<file path="config.mk">
export PLATFORM = sky130hd
export DESIGN_NAME = thunderbird_seq
export DESIGN_NICKNAME = d
export VERILOG_FILES = /design/src/rtl/thunderbird_seq.sv
export SDC_FILE = /design/constraint.sdc
export NUM_CORES = 1
export LEC_CHECK = 0
export BUFFER_PORTS_ARGS = -buffer_cell sky130_fd_sc_hd__buf_2
export CAP_MARGIN = 15
export CORE_AREA = 2 2 39 41
export DETAILED_ROUTE_END_ITERATION = 12
export DIE_AREA = 0 0 41 43
export PLACE_DENSITY = 0.81
export SLEW_MARGIN = 20
export SYNTH_ARGS = -nofsm -noshare
export SYNTH_HDL_FRONTEND = slang
export SYNTH_SLANG_ARGS = --single-unit
</file>
<file path="constraint.sdc">
create_clock -name clk_1hz -period 2.24 [get_ports clk_1hz]
set_input_delay 0.112 -clock clk_1hz [delete_from_list [all_inputs] [get_ports clk_1hz]]
set_output_delay 0.112 -clock clk_1hz [all_outputs]
set_load 0.02 [all_outputs]
</file>
<file path="src/rtl/thunderbird_seq.sv">
// thunderbird_seq: tail-light sequencer for N lamps per side.
//   Turn sweeps light a growing thermometer outward from the innermost lamp,
//   hazard flashes both sides via an IDLE<->HAZ loop, and brake forces every
//   side that is not sweeping to all-ones. State advances once every STEP
//   clk_1hz cycles.
// Ports:
//   clk_1hz       lamp clock, all state updates on its rising edge
//   reset         synchronous active-high reset
//   H, L, R       hazard / left / right requests, sampled only on a step tick
//   B             brake, combinational override
//   Left, Right   lamp outputs, bit 0 is the innermost lamp
//   busy          high whenever the sequencer is not idle
module thunderbird_seq #(
  parameter int unsigned N    = 3,
  parameter int unsigned STEP = 1
) (
  input  logic         clk_1hz,
  input  logic         reset,
  input  logic         H,
  input  logic         L,
  input  logic         R,
  input  logic         B,
  output logic [N-1:0] Left,
  output logic [N-1:0] Right,
  output logic         busy
);

  localparam int unsigned DivW = (STEP > 1) ? $clog2(STEP) : 1;
  localparam int unsigned KW   = $clog2(N + 1);

  localparam logic [DivW-1:0] DivLast = DivW'(STEP - 1);
  localparam logic [KW-1:0]   KMax    = KW'(N);

  typedef enum logic [1:0] {StIdle, StLeft, StRight, StHaz} state_e;

  state_e          state_q, state_d;
  logic [KW-1:0]   k_q, k_d;
  logic [DivW-1:0] div_q;
  logic            tick;
  logic [N-1:0]    left_q, right_q;
  logic            busy_q;

  // With STEP=1 DivLast is 0 and div_q never leaves 0, so tick is always 1.
  assign tick = (div_q == DivLast);

  // Thermometer code: the lowest kv bits set.
  function automatic logic [N-1:0] therm(logic [KW-1:0] kv);
    logic [N-1:0] t;
    for (int i = 0; i < N; i++) begin
      t[i] = (KW'(i) < kv);
    end
    return t;
  endfunction

  always_comb begin
    state_d = state_q;
    k_d     = k_q;
    if (tick) begin
      unique case (state_q)
        StIdle: begin
          // Hazard first; L and R together count as a hazard request.
          if (H || (L && R)) begin
            state_d = StHaz;
            k_d     = '0;
          end else if (R) begin
            state_d = StRight;
            k_d     = KW'(1);
          end else if (L) begin
            state_d = StLeft;
            k_d     = KW'(1);
          end
        end
        StLeft: begin
          if (H || (k_q == KMax) || !L) begin
            state_d = StIdle;
            k_d     = '0;
          end else begin
            k_d = k_q + KW'(1);
          end
        end
        StRight: begin
          if (H || (k_q == KMax) || !R) begin
            state_d = StIdle;
            k_d     = '0;
          end else begin
            k_d = k_q + KW'(1);
          end
        end
        StHaz: begin
          state_d = StIdle;
          k_d     = '0;
        end
        default: begin
          state_d = StIdle;
          k_d     = '0;
        end
      endcase
    end
  end

  // Lamp pattern and busy are registered from the next state so they change
  // on the same edge as the state itself.
  always_ff @(posedge clk_1hz) begin
    if (reset) begin
      state_q <= StIdle;
      k_q     <= '0;
      div_q   <= '0;
      left_q  <= '0;
      right_q <= '0;
      busy_q  <= 1'b0;
    end else begin
      div_q   <= tick ? '0 : div_q + DivW'(1);
      state_q <= state_d;
      k_q     <= k_d;
      busy_q  <= (state_d != StIdle);
      left_q  <= (state_d == StHaz)  ? '1 :
                 (state_d == StLeft) ? therm(k_d) : '0;
      right_q <= (state_d == StHaz)   ? '1 :
                 (state_d == StRight) ? therm(k_d) : '0;
    end
  end

  // Brake lights whichever side is not sweeping; HAZ is already all-ones.
  assign Left  = left_q  | {N{B && (state_q != StLeft)}};
  assign Right = right_q | {N{B && (state_q != StRight)}};
  assign busy  = busy_q;

endmodule
</file>
# Word-level counts from Yosys, hierarchy flattened
# Index checks and enable logic that the tools add are counted.
dict set report word_totals {
  reg_bits 12
  latch_bits 0
  ram_bits 0
  romBits 0
  inputBits 6
  output_inout_bits 7
  wordCells 53
  n_memories 0
}
dict set report classes {
  n_addsub 2
  multipliers 0
  div_mod_pow 0
  n_lt_le_gt_ge 3
  eq_ne 9
  shifts 0
  mux 18
  bitwise 3
  reduce_logical 12
}
# op count
set op_table {}
lappend op_table {{$mux W2} 12}
lappend op_table {{$pmux W2 S4} 2}
lappend op_table {{$mux W3} 4}
lappend op_table {{$eq A2 B2 Y1 const B} 5}
lappend op_table {{$or A3 B3 Y3} 2}
lappend op_table {{$eq A2 B1 Y1 const B} 2}
lappend op_table {{$logic_or A1 B1 Y1} 4}
lappend op_table {{$lt A1 B2 Y1 const A} 2}
lappend op_table {{$logic_and A1 B1 Y1} 3}
lappend op_table {{$add A2 B1 Y2 const B} 1}
lappend op_table {{$logic_not A1 Y1} 2}
lappend op_table {{$logic_not A2 Y1} 1}
lappend op_table {{$lt A2 B2 Y1 const A} 1}
lappend op_table {{$ne A2 B1 Y1 const B} 1}
lappend op_table {{$ne A2 B2 Y1 const B} 1}
lappend op_table {{$reduce_bool A2 Y1} 1}
lappend op_table {{$reduce_or A2 Y1} 1}
lappend op_table {{$add A1 B1 Y1 const B} 1}
lappend op_table {{$not A1 Y1} 1}

# Depth between registers and ports, before layout
# Gate-level depths: netlist of run 1.
dict set report depth {
  word_depth 9
  depth_mapped 5
  depth_no_buf 5
}

# Worst setup path after synthesis of run 1
# OpenSTA, ideal clock, no wires.
dict set report synth_path {
  path_type {register to register}
  startpoint {reg k_q[0]}
  endpoint {reg right_q[2]}
  setup_time_ns 0.088
  t_arrival_ns 1.521
  required_ns 2.152
  setup_slack_ns 0.631
  path_stages_with_launch 6
  path_buffers 0
  period_less_slack_ns 1.609
  path_cell_list {dfxtp_1 ha_1 or4b_1 a21oi_1 a21oi_2 o32ai_2}
}
dict set report synth_via {
  elab_chain_len 9
}
# item line_no
set synth_lines {}
lappend synth_lines {{from (decl)} 37} ;# logic [KW-1:0] k_q, k_d;
lappend synth_lines {{from (signal assigned)} 114} ;# k_q <= k_d;
lappend synth_lines {{$eq A2 B2 Y1} {74, 82}}
lappend synth_lines {{$logic_or A1 B1 Y1} {74, 82}}
lappend synth_lines {{$logic_or A1 B1 Y1, on equally long branches} {82, 74}}
lappend synth_lines {{$mux W2, on equally long branches} {82, 74}}
lappend synth_lines {{$pmux W2 S4} 59} ;# unique case (state_q)
lappend synth_lines {{$mux W2} 58} ;# if (tick) begin
lappend synth_lines {{$lt A2 B2 Y1 / $eq A2 B2 Y1 (equally long branches)} {50, 119}}
lappend synth_lines {{$mux W3} 119} ;# (state_d == StRight) ? therm(k_d) : '0;
lappend synth_lines {{$mux W3 (*)} 118} ;# right_q <= (state_d == StHaz) ? '1 :
lappend synth_lines {{to (signal assigned)} 118}
lappend synth_lines {{to (decl)} 40} ;# logic [N-1:0] left_q, right_q;
# Every way passes the cells marked *; elsewhere a longest branch is shown, timed or not.
# A chain may end at the register's enable or synchronous reset.

# Worst setup path after layout of run 1
dict set report layout_path {
  startpoint {reg k_q[0]}
  endpoint {reg left_q[2]}
}
dict set report layout_via {
  elab_chain_len 9
}
# item line_no
set layout_lines {}
lappend layout_lines {{$eq A2 B2 Y1} {74, 82}}
lappend layout_lines {{$logic_or A1 B1 Y1} {74, 82}}
lappend layout_lines {{$logic_or A1 B1 Y1, on equally long branches} {82, 74}}
lappend layout_lines {{$mux W2, on equally long branches} {82, 74}}
lappend layout_lines {{$pmux W2 S4} 59}
lappend layout_lines {{$mux W2} 58}
lappend layout_lines {{$lt A2 B2 Y1 / $eq A2 B1 Y1 (equally long branches)} {50, 117}}
lappend layout_lines {{$mux W3} 117} ;# (state_d == StLeft) ? therm(k_d) : '0;
lappend layout_lines {{$mux W3 (*)} 116} ;# left_q <= (state_d == StHaz) ? '1 :
lappend layout_lines {{to (signal assigned)} 116}
lappend layout_lines {{to (decl)} 40}
# Marked as above.

==> results.tsv, run 1 <==
stage	metric	value	unit
clock_tree	cts_max_path_buffers	2	
route	drc	0	
global_routing	grt_usage	0.174	
clock_tree	clk_pin_slew	0.08	ns
global_routing	grt_pass1_wl	2080	µm
job	drv_cap	0	
route	routedWlPerCell	13.2	µm
logic_synthesis	synthesis.instances	67	
route	vias	549	
timing	grt_setup_unrepaired	false	
place	port-buffer-count	12	
clock_tree	cts_hold_buf	0	
min_path	holdCritStartpoint	reset	
floorplanning	io_pins	13	
setup_path	crit_chain	ha_1, nor2_1, a31oi_1, a221o_1, o32ai_2	
floorplanning	core-area	1380	µm²
timing	fin_tns_setup	0	ns
logic_synthesis	synth_top_area_frac	0.376	
setup_path	max_stage_delay	0.46	ns
logic_synthesis	syn_area	639	µm²
floorplanning	die_h	43	µm
layout	syn2layout_area_growth	13.9	%
route	drt_iter0_markers	10	
outcome	status	finished clean	
layout	utilization	0.526	
clock_tree	cts_resized	0	
clock_tree	clock_sinks	12	
setup_path	end_kind	register	
layout	layout.cells.non_filler	96	
route	ant_nets	0	
route	drt-total-wl	1260	µm
route	wl_met3	48	µm
power_and_ir_drop	p_total	560	µW
setup_path	r2r-start	k_q[0]	
setup_path	cp.required	2.43	ns
global_routing	grt-ovfl-total	0	
timing	fin_ws	0.519	ns
timing	finalSetupViolations	0	
power_and_ir_drop	p_leak	0.318	nW
setup_path	startpoint	k_q[0]	
route	via_per_inst	5.72	
route	met2WireLength	652	µm
logic_synthesis	yosysWarnings	0	
timing	fmax	581	MHz
place	dp_worst_setup_slack	0.550	ns
power_and_ir_drop	power.density	769	nW/µm²
place	placed_cell_area	692	µm²
setup_path	reg2reg_setup_slack	0.52	ns
logic_synthesis	ys_ff_latch	12	
route	wirelength_met1	535	µm
setup_path	cp-start-kind	register	
logic_synthesis	synth_top_area_cell	dfxtp_1	
floorplanning	fp.dieW	41	µm
timing	worstMarginPinSlew	0.541	ns
timing	min_period_over_period	0.768	
clock_tree	cts_root_buffer	clkbuf_4	
timing	skew	0.000866	ns
setup_path	slowest_stage	a221o_1	
setup_path	crit_fanout	6	
floorplanning	rows	14	
logic_synthesis	ys_seq_area_frac	0.376	
floorplanning	initial_utilization	0.462	
place	dp_cells	92	
logic_synthesis	avgSynthCellArea	9.54	µm²
min_path	min_path_type	in -> reg	
timing	relSlewSlack	0.639	
clock_tree	cts_setup_buffers	0	
layout	fin_nets	88	
timing	holdWs	0.0633	ns
layout	stdcell_area	728	µm²
floorplanning	die_area	1760	µm²
route	route.top_layer_used	met4	
global_routing	antenna_found_initial	0	
timing	period_needed	1.72	ns
setup_path	cp.arrival	1.91	ns
logic_synthesis	synthTopCellsByArea	dfxtp_1, nand2b_1, o32ai_2	
timing	hold_viol	0	
place	gp_congestion	0.748	
power_and_ir_drop	ir_worst_vdd	0.000391	V
clock_tree	cts_tree	yes	
logic_synthesis	synthesis.nets	74	
clock_tree	htree_levels	1	
layout	antenna_cells	0	
layout	drive_above_1_share	0.300	
logic_synthesis	ys_types	27	
place	hpwl	900	µm
layout	fillers	137	
global_routing	grt_max_degree	15	
clock_tree	cts_inserted_buffers	3	
setup_path	critPathKind	reg -> reg	
route	first_pass_iters	4	
timing	finalMaxSlewViolations	0	
clock_tree	clk_latency	0.27	ns
global_routing	grt_pass1_vias	518	
registers in the layout (all words and copies together), names as in the netlist:
register  count
busy          1
left_q        3
right_q       3
div_q         1
state_q       2
k_q           2
worst paths after layout:
path	endpoint	cells after the start
worst max-delay path	left_q[2]	5
worst min-delay path	k_q[0]	2
worst max register to register	left_q[2]	5
worst min register to register	k_q[1]	2
cell families after synthesis:
logic type               Yosys count  share of synthesized area
AO/OA/AOI/OAI                     22                      0.297
buffers and inverters              7                     0.0665
AND/OR/NAND/NOR                   24                      0.235
other                              1                    0.00587
flip-flops                        12                      0.376
adder cells (fa/ha/maj)            1                     0.0196
synthesized netlist by cell type:
library cell,instances
a21o_1,1
a21oi_1,5
a21oi_2,1
a221o_1,2
a221oi_4,1
a22o_1,1
a22o_2,1
a31oi_1,4
buf_2,1
buf_6,2
conb_1,1
dfxtp_1,12
ha_1,1
inv_1,4
nand2_1,4
nand2b_1,6
nand3b_1,2
nor2_1,4
nor2b_1,1
nor3_1,1
nor3b_1,2
nor3b_2,2
nor4_1,1
o21ai_0,3
o311a_2,1
o32ai_2,2
or4b_1,1
critical path: cells and delay by family (launching register included):
kind                     cells  cell delay, ns
AO/OA/AOI/OAI                3            0.88
flip-flops                   1            0.36
adder cells (fa/ha/maj)      1            0.23
AND/OR/NAND/NOR              1            0.17
area by class of cell:
cell class              instances  area [µm²]  area share
multi-input cells              48         357       0.490
inverters                       4        15.0      0.0206
repair buffers                 12        60.1      0.0825
clock buffers                   4        36.3      0.0498
flip-flops and latches         12         240       0.330
well taps                      16        20.0      0.0275
layout by cell type (no fill, tap or decap), drive strengths merged:
cell type / n
a21o: 1
a21oi: 6
a221o: 2
a221oi: 1
a22o: 2
a31oi: 4
buf: 12
clkbuf: 4
conb: 1
dfxtp: 12
ha: 1
inv: 4
nand2: 4
nand2b: 6
nand3b: 2
nor2: 4
nor2b: 1
nor3: 1
nor3b: 4
nor4: 1
o21ai: 3
o311a: 1
o32ai: 2
or4b: 1
layer usage:
metal  GRT usage  vias up
met5           0        -
li1            -      275
met2       0.278       17
met4       0.100        0
met3      0.0366        4
met1       0.201      253
report_power, final:
part	total [mW]	switching, mW	internal (mW)	leakage [nW]
Clock	0.174	0.0748	0.0987	0.0210
Sequential	0.254	0.0220	0.232	0.0986
Combinational	0.133	0.0776	0.0553	0.199
Power figures use the tool's default switching activity.
==> inputs of run 2 (changes only) <==
Settings changed: CORE_AREA 2 2 39 41 to default, CORE_MARGIN from default to 2, CORE_UTILIZATION from default to 46, DIE_AREA 0 0 41 43 to default.
Clock period 2.24 ns to 1.48 ns, I/O delays scaled along.
==> results.tsv, run 2 (same netlist as run 1, synthesis figures left out) <==
stage	metric	value	unit	change
route	drt_iter0_markers	15		+5
route	first_pass_iters	4		unchanged
setup_path	critPathKind	reg -> reg		
layout	antenna_cells	0		unchanged
place	gp_congestion	0.816		+9.1%
global_routing	grt_usage	0.214		+0.0400
setup_path	cp_num_buf_inv	0		unchanged
floorplanning	core-area	1300	µm²	-6.0%
clock_tree	htree_levels	1		unchanged
clock_tree	clock_sinks	12		unchanged
power_and_ir_drop	ir_worst_vdd	0.000731	V	+87%
setup_path	end_kind	register		
setup_path	crit_chain	ha_4, or4b_4, a21oi_4, a21oi_4, o32ai_2		
timing	fin_ws	-0.0643	ns	-0.584 ns
outcome	violations	setup timing		
floorplanning	io_pins	13		unchanged
timing	finalSetupViolations	4		+4
place	hpwl	1030	µm	+15%
global_routing	antenna_found_initial	0		unchanged
timing	worstMarginPinSlew	0.524	ns	-0.0171 ns
floorplanning	die_h	41.3	µm	-4.0%
clock_tree	cts_inserted_buffers	3		unchanged
min_path	holdCritStartpoint	L		
layout	final_common_cell	buf_2		
setup_path	startpoint	k_q[1]		
layout	drive_above_1_share	0.477		+0.177
timing	holdWs	0.329	ns	+0.266 ns
layout	layout_common_cells	buf_2, dfxtp_1, buf_4		
route	ant_nets	0		unchanged
setup_path	max_stage_delay	0.46	ns	about the same
route	routedWlPerCell	13.6	µm	+3.7%
setup_path	cp-start-kind	register		
timing	fmax	648	MHz	+11%
clock_tree	cts_root_buffer	clkbuf_4		
place	port-buffer-count	12		unchanged
timing	grt_setup_unrepaired	true		
route	via_per_inst	5.52		-3.4%
floorplanning	die_area	1700	µm²	-3.3%
clock_tree	clk_pin_slew	0.07	ns	about the same
global_routing	grt_pass1_vias	500		-3.5%
layout	syn2layout_area_growth	33.5	%	
power_and_ir_drop	p_leak	0.365	nW	+14%
timing	finalMaxSlewViolations	0		unchanged
min_path	min_path_type	in -> reg		
setup_path	cp.arrival	1.73	ns	-0.18 ns
global_routing	grt_max_degree	15		unchanged
setup_path	r2r-start	k_q[1]		
setup_path	slowest_stage	or4b_4		
route	drt-total-wl	1410	µm	+11%
clock_tree	clk_latency	0.26	ns	about the same
setup_path	crit_fanout	7		+1
route	vias	569		+3.6%
place	dp_worst_setup_slack	-0.0876	ns	-0.637 ns
timing	skew	0.00472	ns	+0.00386 ns
job	drv_cap	0		unchanged
layout	fin_nets	97		+10%
global_routing	grt_pass1_wl	2260	µm	+9.0%
route	drc	0		unchanged
setup_path	crit_path_frequent_cell	a21oi_4		
setup_path	crit_family	simple AND/OR/NAND/NOR gates		
layout	layout.cells.non_filler	103		+7.3%
power_and_ir_drop	power.density	961	nW/µm²	+25%
outcome	status	finished, violations left		
clock_tree	cts_max_path_buffers	2		unchanged
timing	min_period_over_period	1.04		+0.275
timing	relSlewSlack	0.647		+0.00864
floorplanning	fp.dieW	41.3	µm	+0.68%
setup_path	cp.required	1.66	ns	-0.77 ns
layout	top_regs	left_q: 3 flops, right_q: 3 flops		
timing	period_needed	1.54	ns	-0.176 ns
floorplanning	rows	13		-1
global_routing	grt-ovfl-total	0		unchanged
place	dp_cells	98		+6.5%
clock_tree	cts_tree	yes		
floorplanning	initial_utilization	0.491		+0.0293
timing	hold_viol	0		unchanged
[run 2: cell types whose count changed in the layout (fill, tap and decap cells not counted), moves of 2 or more]
cell	previous run	this run
dfxtp_1	12	7
o21ai_1	0	2
buf_4	0	7
o21ai_0	3	1
dfxtp_2	0	4
a21oi_4	0	2
[run 2: report_power, final]
part / switching (mW) / internal, mW / total, mW
Combinational: 0.142 / 0.110 / 0.253
Clock: 0.0937 / 0.0939 / 0.188
Sequential: 0.0260 / 0.353 / 0.379
Total: 0.262 / 0.558 / 0.820
[run 2: final timing paths]
| path | to | cells after the start | slack (ns) |
|---|---|---|---|
| worst max-delay path | right_q[2] | 5 | -0.06 |
| worst min-delay path | k_q[0] | 4 | 0.33 |
| worst max register to register | right_q[2] | 5 | -0.06 |
| worst min register to register | right_q[0] | 3 | 0.68 |
[run 2: cell type report]
type / instances / area, µm²
clock buffers: 3 / 22.5
repair buffers: 21 / 143
multi-input cells: 48 / 405
inverters: 4 / 15.0
fillers: 113 / 448
flip-flops and latches: 12 / 249
well taps: 15 / 18.8
[run 2: worst register-to-register path: cells and delay by family, from the launching register on]
family	cells	cell delay (ns)
adder cells (fa/ha/maj)	1	0.25
flip-flops	1	0.33
AO/OA/AOI/OAI	3	0.42
AND/OR/NAND/NOR	1	0.46
[run 2: timing repair]
item | in CTS | in global routing
setup buffers | 1 | 0
endpoints found under the hold margin | 2 | 0
setup endpoints to repair | 13 | 13
hold buffers | 1 | 0
resized for setup | 6 | 5
pin swaps | 0 | 3
[run 2: stage by stage]
stage | power [mW] | util | TNS (ns) | area (µm²)
2_1_floorplan | 0.546 | - | -0.0543 | 666
3_3_place_gp | 0.616 | 0.601 | -0.0697 | 782
3_5_place_dp | 0.628 | 0.601 | -0.198 | 782
4_1_cts | 0.824 | 0.642 | -0.259 | 836
5_1_grt | 0.867 | 0.656 | -0.676 | 853
6_report | 0.820 | 0.656 | -0.171 | 853
[run 2: metal layers]
layer | GRT usage | vias up | wire length [µm]
met4 | 0.121 | 0 | 12
met5 | 0 | - | 0
met3 | 0.0380 | 2 | 51
li1 | - | 287 | -
met2 | 0.348 | 10 | 734
met1 | 0.262 | 270 | 606
==> inputs of run 3 (changes only) <==
Settings changed: SKIP_LAST_GASP from default to 1.
==> results.tsv, run 3 (same netlist as run 1, synthesis figures left out) <==
stage	metric	value	unit	change
layout	syn2layout_area_growth	33.5	%	unchanged
global_routing	grt-ovfl-total	0		unchanged
power_and_ir_drop	p_comb_frac	0.308		about the same
global_routing	grt_pass1_vias	500		unchanged
route	first_pass_iters	4		unchanged
setup_path	cp-start-kind	register		
place	port-buffer-count	12		unchanged
timing	skew	0.00472	ns	unchanged
min_path	min_path_type	in -> reg		
layout	multi_input_area	405	µm²	unchanged
power_and_ir_drop	power.internal	558	µW	unchanged
global_routing	grt_max_degree	15		unchanged
power_and_ir_drop	switching_share	0.320		unchanged
timing	hold_viol	0		unchanged
layout	top_regs	left_q: 3 flops, right_q: 3 flops		
layout	drive_above_1_share	0.477		unchanged
route	drt_iter0_markers	15		unchanged
power_and_ir_drop	p_total	820	µW	unchanged
route	drc	0		unchanged
layout	fillers	113		unchanged
floorplanning	die_h	41.3	µm	unchanged
place	placed_cell_area	782	µm²	unchanged
global_routing	grt_pass1_wl	2260	µm	unchanged
route	routedWlPerCell	13.6	µm	unchanged
job	drv_cap	0		unchanged
place	hpwl	1030	µm	unchanged
route	via_per_inst	5.52		unchanged
floorplanning	fp.dieW	41.3	µm	unchanged
setup_path	end_kind	register		
clock_tree	htree_levels	1		unchanged
power_and_ir_drop	pwr-share-seq	0.463		about the same
layout	final_common_cell	buf_2		
clock_tree	cts_root_buffer	clkbuf_4		
floorplanning	die_area	1700	µm²	unchanged
timing	grt_setup_unrepaired	true		
floorplanning	initial_utilization	0.491		unchanged
clock_tree	clk_latency	0.26	ns	about the same
setup_path	critPathKind	reg -> reg		
floorplanning	io_pins	13		unchanged
power_and_ir_drop	switchingPower	262	µW	unchanged
setup_path	crit_fanout	7		unchanged
layout	stdcell_area	853	µm²	unchanged
power_and_ir_drop	p_leak	0.365	nW	unchanged
setup_path	cp.arrival	1.73	ns	about the same
timing	finalMaxSlewViolations	0		unchanged
layout	layout_common_cells	buf_2, dfxtp_1, buf_4		
clock_tree	cts_inserted_buffers	3		unchanged
clock_tree	cts_max_path_buffers	2		unchanged
route	drt-total-wl	1410	µm	unchanged
layout	antenna_cells	0		unchanged
timing	fin_ws	-0.0643	ns	unchanged
outcome	violations	setup timing		
global_routing	antenna_found_initial	0		unchanged
floorplanning	core-area	1300	µm²	unchanged
clock_tree	clk_pin_slew	0.07	ns	about the same
timing	relSlewSlack	0.647		unchanged
global_routing	grt_usage	0.214		unchanged
timing	fmax	648	MHz	unchanged
power_and_ir_drop	ir_worst_vdd	0.000731	V	unchanged
layout	fin_nets	97		unchanged
setup_path	cp.required	1.66	ns	about the same
timing	period_needed	1.54	ns	unchanged
route	vias	569		unchanged
power_and_ir_drop	power_frac_clock	0.229		about the same
clock_tree	cts_tree	yes		
layout	ff_latch_area	249	µm²	unchanged
power_and_ir_drop	power.density	961	nW/µm²	unchanged
timing	worstMarginPinSlew	0.524	ns	unchanged
place	gp_congestion	0.816		unchanged
clock_tree	clock_sinks	12		unchanged
floorplanning	rows	13		unchanged
route	ant_nets	0		unchanged
outcome	status	finished, violations left		
timing	min_period_over_period	1.04		unchanged
timing	finalSetupViolations	4		unchanged
run 3: final timing paths:
path,to,slack (ns),from,cells after the start
min reg2reg,right_q[0],0.68,k_q[1],3
max,right_q[2],-0.06,k_q[1],5
min,k_q[0],0.33,L,4
max reg2reg,right_q[2],-0.06,k_q[1],5
run 3: through the flow:
| stage | hold slack [ns] | cells | worst slack, ns | util | TNS [ns] |
|---|---|---|---|---|---|
| 2_1_floorplan | 0.139 | 67 | -0.0272 | - | -0.0543 |
| 3_3_place_gp | 0.287 | 98 | -0.0286 | 0.601 | -0.0697 |
| 3_5_place_dp | 0.287 | 98 | -0.0876 | 0.601 | -0.198 |
| 4_1_cts | 0.313 | 103 | -0.0799 | 0.642 | -0.259 |
| 5_1_grt | 0.348 | 103 | -0.118 | 0.656 | -0.676 |
| 6_report | 0.329 | 103 | -0.0643 | 0.656 | -0.171 |
run 3: cell type report:
type,instances,area share
repair buffers,21,0.167
inverters,4,0.0176
multi-input cells,48,0.475
flip-flops and latches,12,0.292
well taps,15,0.0220
clock buffers,3,0.0264
run 3: repair_timing:
item,in CTS,in global routing
pin swaps,0,3
endpoints found under the setup margin,13,13
endpoints found under the hold margin,2,0
gates resized for setup,6,5
hold buffers,1,0
setup buffers,1,0
run 3: routing by layer:
metal	wire, µm	track usage	vias up
li1	-	-	287
met1	606	0.262	270
met2	734	0.348	10
met3	51	0.0380	2
met4	12	0.121	0
met5	0	0	-
run 3: worst max-delay path, cell delays in order (launching register included):
cell,delay [ns]
dfxtp_2,0.33
ha_4,0.25
or4b_4,0.46
a21oi_4,0.15
a21oi_4,0.07
o32ai_2,0.20
run 3: power groups by stage:
stage / clock network, mW / logic [mW] / registers [mW]
final: 0.188 / 0.253 / 0.379
after global routing: 0.205 / 0.278 / 0.384
after CTS: 0.195 / 0.250 / 0.378
after detailed placement: 0 / 0.243 / 0.385
after global placement: 0 / 0.233 / 0.383
after floorplan: 0 / 0.169 / 0.377
